$ cat config.mk
export PLATFORM = sky130hd
export DESIGN_NAME = issue_queue_dual
export DESIGN_NICKNAME = d
export VERILOG_FILES = /design/src/rtl/issue_queue_dual_pkg.sv /design/src/rtl/issue_queue_dual_iq_storage.sv /design/src/rtl/issue_queue_dual.sv
export SDC_FILE = /design/constraint.sdc
export NUM_CORES = 2
export LEC_CHECK = 0
export BUFFER_PORTS_ARGS = -buffer_cell sky130_fd_sc_hd__buf_2
export CORE_MARGIN = 2
export CORE_UTILIZATION = 55
export CTS_CLUSTER_SIZE = 14
export DETAILED_ROUTE_END_ITERATION = 8
export PLACE_DENSITY = 0.74
export SYNTH_ARGS = -nofsm -noshare
export SYNTH_HDL_FRONTEND = slang
export SYNTH_SLANG_ARGS = --single-unit
$ cat constraint.sdc
create_clock -name clk -period 51.2 [get_ports clk]
set_input_delay 7.68 -clock clk [delete_from_list [all_inputs] [get_ports clk]]
set_output_delay 7.68 -clock clk [all_outputs]
set_load 0.1 [all_outputs]
$ cat src/rtl/issue_queue_dual_pkg.sv
// Shared constants for the dual-lane decode-to-issue queue: lane count, bus width
// and the per-lane valid encodings used on enqueue and dequeue.
package issue_queue_dual_pkg;
  localparam int IQ_LANES        = 2;
  localparam int DS_TO_IS_BUS_WD = 256;

  localparam logic [1:0] LANE_NONE = 2'b00;
  localparam logic [1:0] LANE_LO   = 2'b01;
  localparam logic [1:0] LANE_HI   = 2'b10;
  localparam logic [1:0] LANE_BOTH = 2'b11;

  function automatic logic [1:0] lane_cnt(input logic [1:0] v);
    return {1'b0, v[0]} + {1'b0, v[1]};
  endfunction
endpackage

$ cat src/rtl/issue_queue_dual_iq_storage.sv
// DEPTH x DATA_W entry array with two write ports and two asynchronous read ports.
// Callers guarantee the two write ports never target the same slot in a cycle.
module iq_storage
  import issue_queue_dual_pkg::*;
#(
  parameter int DATA_W = DS_TO_IS_BUS_WD,
  parameter int DEPTH  = 8,
  parameter int AW     = $clog2(DEPTH)
) (
  input  logic                               clk,
  input  logic [IQ_LANES-1:0]                we,
  input  logic [IQ_LANES-1:0][AW-1:0]        waddr,
  input  logic [IQ_LANES-1:0][DATA_W-1:0]    wdata,
  input  logic [IQ_LANES-1:0][AW-1:0]        raddr,
  output logic [IQ_LANES-1:0][DATA_W-1:0]    rdata
);
  logic [DATA_W-1:0] mem [DEPTH];

  // Payload only; validity lives in the pointer/count logic, so no reset.
  always_ff @(posedge clk) begin
    for (int i = 0; i < DEPTH; i++) begin
      if (we[0] && waddr[0] == AW'(i)) mem[i] <= wdata[0];
      if (we[1] && waddr[1] == AW'(i)) mem[i] <= wdata[1];
    end
  end

  for (genvar p = 0; p < IQ_LANES; p++) begin : g_rd
    assign rdata[p] = mem[raddr[p]];
  end
endmodule

$ cat src/rtl/issue_queue_dual.sv
// In-order dual-lane launch queue between decode and issue: up to two enqueues and
// two dequeues per cycle, single-cycle flush, registered protocol-error pulse.
module issue_queue_dual
  import issue_queue_dual_pkg::*;
#(
  parameter int DATA_W = DS_TO_IS_BUS_WD,
  parameter int DEPTH  = 8,
  parameter int AF_TH  = 6
) (
  input  logic                       clk,
  input  logic                       reset,
  input  logic                       flush_i,
  input  logic [1:0]                 in_valid_i,
  input  logic [2*DATA_W-1:0]        in_data_i,
  output logic                       allowin_o,
  output logic [1:0]                 out_valid_o,
  output logic [2*DATA_W-1:0]        out_data_o,
  input  logic [1:0]                 deq_i,
  output logic [$clog2(DEPTH):0]     count_o,
  output logic                       almost_full_o,
  output logic                       error_o
);
  localparam int AW = $clog2(DEPTH);
  localparam int CW = AW + 1;

  logic [AW-1:0] head_r, tail_r;
  logic [CW-1:0] count_r;
  logic          error_r;

  logic [IQ_LANES-1:0][DATA_W-1:0] lane_data, wdata, rdata;
  logic [IQ_LANES-1:0][AW-1:0]     waddr, raddr;
  logic [IQ_LANES-1:0]             we;

  logic       enq_ok, deq_bad_enc, deq_over, err_next;
  logic [1:0] n_enq, n_deq_req, n_deq;

  assign lane_data = in_data_i;

  assign allowin_o     = count_r <= CW'(DEPTH - 2);
  assign almost_full_o = count_r >= CW'(AF_TH);
  assign out_valid_o   = {count_r >= CW'(2), count_r != '0};
  assign count_o       = count_r;
  assign error_o       = error_r;
  assign out_data_o    = rdata;

  assign enq_ok = allowin_o && !flush_i;
  assign n_enq  = enq_ok ? lane_cnt(in_valid_i) : 2'd0;

  assign deq_bad_enc = deq_i == LANE_HI;
  assign n_deq_req   = (deq_i == LANE_BOTH) ? 2'd2 : (deq_i == LANE_LO) ? 2'd1 : 2'd0;
  assign deq_over    = CW'(n_deq_req) > count_r;
  assign n_deq       = (deq_bad_enc || deq_over) ? 2'd0 : n_deq_req;

  assign err_next = ((in_valid_i != LANE_NONE) && !allowin_o) || deq_bad_enc || deq_over;

  // A lone lane1 request is compacted onto write port 0 so the queue stays dense.
  assign we[0]    = enq_ok && (in_valid_i != LANE_NONE);
  assign we[1]    = enq_ok && (in_valid_i == LANE_BOTH);
  assign wdata[0] = in_valid_i[0] ? lane_data[0] : lane_data[1];
  assign wdata[1] = lane_data[1];

  for (genvar l = 0; l < IQ_LANES; l++) begin : g_lane
    assign waddr[l] = tail_r + AW'(l);
    assign raddr[l] = head_r + AW'(l);
  end

  iq_storage #(.DATA_W(DATA_W), .DEPTH(DEPTH), .AW(AW)) u_storage (
    .clk   (clk),
    .we    (we),
    .waddr (waddr),
    .wdata (wdata),
    .raddr (raddr),
    .rdata (rdata)
  );

  always_ff @(posedge clk) begin
    if (reset) begin
      head_r  <= '0;
      tail_r  <= '0;
      count_r <= '0;
    end else if (flush_i) begin
      head_r  <= '0;
      tail_r  <= '0;
      count_r <= '0;
    end else begin
      head_r  <= head_r + AW'(n_deq);
      tail_r  <= tail_r + AW'(n_enq);
      count_r <= count_r + CW'(n_enq) - CW'(n_deq);
    end
  end

  // Error reporting is independent of flush: a bad request in a flush cycle still pulses.
  always_ff @(posedge clk) begin
    if (reset) error_r <= 1'b0;
    else       error_r <= err_next;
  end
endmodule

# Yosys cells after proc, flatten, opt, wreduce, memory -nomap -nowiden
# Memory sizes are Yosys's and may differ from the RTL's. A register that Yosys moved wholly into a read port is not among the register bits.
# Index checks and enable logic that the tools add are counted.
# totals
ff_bits	11
ramBits	2048
out_inout_bits	521
word_cells	142
mem_count	1
# op_classes
add_sub_neg	7
n_lt_le_gt_ge	4
eq_ne	18
n_mux	64
bitwise	8
reduce_logical	36
# memory_table
name	words	word_bits	rd	rd_ports_with_merged_regs	write_ports	line_no	rtl
u_storage.mem	8	256	2	1	2	issue_queue_dual_iq_storage.sv:17	logic [DATA_W-1:0] mem [DEPTH];
# op_table
cell	n
$mux W256	15
$reduce_or A256 Y1	6
$mux W1	39
$eq A3 B3 Y1 const B	8
$mux W3	7
$logic_and A1 B1 Y1	20
$eq A3 B2 Y1 const B	4
$or A1 B1 Y1	8
$add A3 B1 Y3 const B	2
$add A3 B2 Y3	2
$eq A2 B2 Y1 const B	3
$eq A3 B1 Y1 const B	2
$logic_not A3 Y1	2
$mux W2	3
$add A4 B2 Y4	1
$ge A4 B2 Y1 const B	1
$ge A4 B3 Y1 const B	1
$gt A2 B4 Y1	1
$le A4 B3 Y1 const B	1
$reduce_bool A4 Y1	1
$sub A4 B2 Y4	1
$logic_or A1 B1 Y1	3
$add A1 B1 Y2	1
$eq A2 B1 Y1 const B	1
other kinds (3)	4

# Longest topological paths before layout
# logic_depth
word_depth	11
mapped_depth	13

# By module
# A second synthesis with hierarchy kept.
# hier_totals
hier_cells	6545
area_unflattened_um2	121780.5
# modules_own_cells
module	n_inst	cells_each	area_each_um2	seq_area_each_um2
iq_storage	1	6169	116915.9	61499.0
issue_queue_dual	1	376	4864.7	220.2

# Worst setup path before layout
# Ideal clock, no wire load.
# synth_timing
path_kind	input to register
start	in in_valid_i[0]
end	mem u_storage.mem[1][0] (netlist name) (enable)
setup_time_ns	1.186
t_arrival_ns	26.217
setup_slack_ns	23.797
stages	8
n_path_buf	3
path_cell_list	clkbuf_1 > clkbuf_1 > clkbuf_1 > inv_1 > ha_1 > inv_1 > a31oi_1 > nor3_1
# synth_lines
item	line_no	rtl
start, declared	issue_queue_dual.sv:13	input logic [1:0] in_valid_i,
end, declared	issue_queue_dual_iq_storage.sv:17	

# Final worst setup path
# layout_timing
start	reg head_r[0]
end	out out_data_o[407]
# layout_between
elab_chain_len	2
# layout_lines
item	line_no	rtl
start, declared	issue_queue_dual.sv:26	logic [AW-1:0] head_r, tail_r;
start signal, assigned	issue_queue_dual.sv:86	head_r <= head_r + AW'(n_deq);
$add A3 B1 Y3	issue_queue_dual.sv:64	assign raddr[l] = head_r + AW'(l);
$mem_v2 Z8 W256	n/a	
end, declared	issue_queue_dual.sv:17	output logic [2*DATA_W-1:0] out_data_o,
# No other way between the ends.

==> reports/results.tsv <==
stage	metric	value	unit
synthesis	async_flop_share	0	%
timing	fin_tns_setup	0	ns
hold_path	hp-class	reg2reg	
drt	drt-initial-drc-count	7258	
synthesis	synthCells	6558	
cts	tritoncts	built	
synthesis	ys_warn_count	0	
worst_setup_path	startpoint_type	flip-flop	
drt	drt-pass1-iter-count	5	
synthesis	synthTopCellsByArea	edfxtp_1 51%, mux4_2 19%, mux2_1 13%	
worst_setup_path	cp-startpoint	head_r[0]	
cts	cts_setup_buffers	0	
pwr	ir_drop	0.0000371	V
cts	cts-root-buf	clkbuf_16	
worst_setup_path	crit_arrival	7.40	ns
timing	worst_pin_slew	1.18	ns
synthesis	yosysSeqAreaShare	51.1	%
final_layout	area_growth_syn_to_layout	11.5	%
worst_setup_path	path_class	reg2out	
worst_setup_path	worst_path_max_delay_cell	dfxtp_4	
drt	ant_nets	0	
cts	cts_buffer_depth	3	
global_routing	overflow	0	
cts	cts.clk_slew.worst_paths	0.06	ns
worst_setup_path	worstPathMaxFanout	127	
synthesis	synth_flop_cell	edfxtp_1	
die	die_w	473	um
final_layout	fin_cells	10600	
timing	hold_viol_final	0	
global_routing	grt_pass1_wl	519	mm
place	port-buffer-count	1039	
pwr	power_density	35.9	nW/um2
synthesis	yosysTopAreaCell	edfxtp_1	
place	hpwl	208	mm
global_routing	grt_max_degree	139	
cts	ctsHoldBuffers	0	
cts	h-tree-depth	4	
timing	min_period	15.08	ns
place	gp_congestion	0.841	
synthesis	postSynthAreaPerCell	18.4	um2
global_routing	grt_use_total	31.7	%
drt	routed_via_density	6.85	
synthesis	synth_enable_flop_cells	2048	
worst_setup_path	cp_cell_sequence	buf_12, buf_4, buf_4, buf_4, buf_4, mux4_2, mux2_2, buf_2	
timing	skew	0.0330	ns
synthesis	synth.distinct_cells	42	
drt	routed-via-count	72300	
synthesis	postSynthNetCount	7097	
die	std_cell_rows	172	
die	num_io_pins	1040	
cts	clk_latency	0.89	ns
timing	grt_setup_unrepaired	no	
synthesis	yosysTopAreaCellShare	50.9	%
cts	post_cts_resized	0	
worst_setup_path	endpoint_kind	output pin	
worst_setup_path	cp_slowest_stage_delay	0.96	ns
worst_setup_path	crit_required	43.52	ns
die	die_area	223000	um2
flow_run	maxCapViolations	0	
drt	wirelength	360	mm
final_layout	drive_above_1_share	51.2	%
final_layout	nets	7951	
drt	wl_per_cell	34.1	um
die	start_util	55.2	%
cts	cts_buffers	221	
timing	slew_headroom	21.6	%
hold_path	hp-start	tail_r[2]	
synthesis	netlist_area	121000	um2
pwr	p_leak	0.0440	uW
global_routing	first_global_vias	74200	
place	dp_cells	10100	
synthesis	synth_seq_cells	2059	
worst_setup_path	reg2reg_slack	45.14	ns
cts	numClockSinks	2059	
timing	layout_worst_path_cycle_share	29.5	%
timing	fmax	0.0663	GHz
timing	finalSetupViolations	0	
timing	slew_viol_final	0	
global_routing	antenna_found_initial	159	
status	status	complete, no violations	
drt	drc	0	
worst_setup_path	cpMostUsedCell	buf_4	
die	core_area	219000	um2
die	die_h	473	um
worst_setup_path	r2r-start	count_o[3]	
critical path, delay by kind of cell, from the launching register on:
family | cells | cell delay, ns
buffers and inverters | 6 | 4.36
flip-flops | 1 | 0.96
multiplexers | 2 | 0.89
cell usage in the layout, fill, tap and decap left out, drive strengths merged, types with 4 or more instances in the layout:
cell type and count:
o21ai 9, a31oi 6, and2 8, mux2 2816
diode 83, nand2 6, edfxtp 2048, fa 4
buf 1174, nor4bb 4, nor2 14, dfxtp 11
mux4 1024, clkbuf 284, inv 19, bufinv 15
clkinv 107, ha 16
metal layers:
metal  vias to the layer above  share of wire [%]  track usage [%]
li1                      29500                  -                -
met2                      3590                 47             50.1
met4                       116                4.9             14.5
met1                     38300                 37             40.6
met3                       798                 10             9.32
met5                         -               0.20                0
report_power, final:
group	switching (uW)	total (uW)	internal, uW
Sequential	28.1	1960	1940
Clock	696	1580	882
Combinational	926	1290	366
Total	1650	4840	3190
final cells by class:
| class | count | area [um2] |
|---|---|---|
| timing repair buffer | 1174 | 6390 |
| clock buffer | 284 | 5860 |
| multi-input combinational | 3941 | 55700 |
| fill | 15900 | 84400 |
| antenna | 83 | 208 |
| tap | 2871 | 3590 |
| clock inverter | 129 | 1160 |
| sequential | 2059 | 61700 |
| inverter | 15 | 56.3 |
Yosys cell counts (all sizes together), types with 2 or more instances:
library cell	count
nor4bb	4
a21oi	3
inv	15
xor2	3
nor2	14
dfxtp	11
nor3	3
and4b	3
nor2b	2
a31oi	6
ha	16
and2	8
clkbuf	161
nand2b	2
mux2	2816
nand4	2
mux4	1024
nand2	6
a21o	2
edfxtp	2048
fa	4
o21ai	9
buf	382
registers in the layout (all words and copies together), names as in the netlist:
signal         count
u_storage.mem   2048
count_o            4
head_r             3
error_o            1
tail_r             3
through the flow:
stage	util (%)	power, uW	setup slack (ns)	hold slack, ns	cell area [um2]
after floorplan	-	3030	23.80	0.561	121000
after global placement	58.2	3270	37.05	0.619	127000
after detailed placement	58.2	3280	36.87	0.613	127000
after CTS	61.4	4850	35.89	0.623	135000
after global routing	61.5	4960	35.49	0.665	135000
final	61.5	4840	36.12	0.628	135000
worst paths after layout:
check,to,depth (start not counted)
max,out_data_o[407],8
min,tail_r[2],2
max reg2reg,u_storage.mem[1][204],8
min reg2reg,tail_r[2],2
logic make-up after synthesis:
family	synth area share, %
AO/OA/AOI/OAI	0.187
AND/OR/NAND/NOR	0.253
buffers and inverters	2.88
XOR/XNOR	0.0290
flip-flops	51.1
multiplexers	45.3
adder cells (fa/ha/maj)	0.232
No activity file was read; power rests on OpenSTA's default activity.
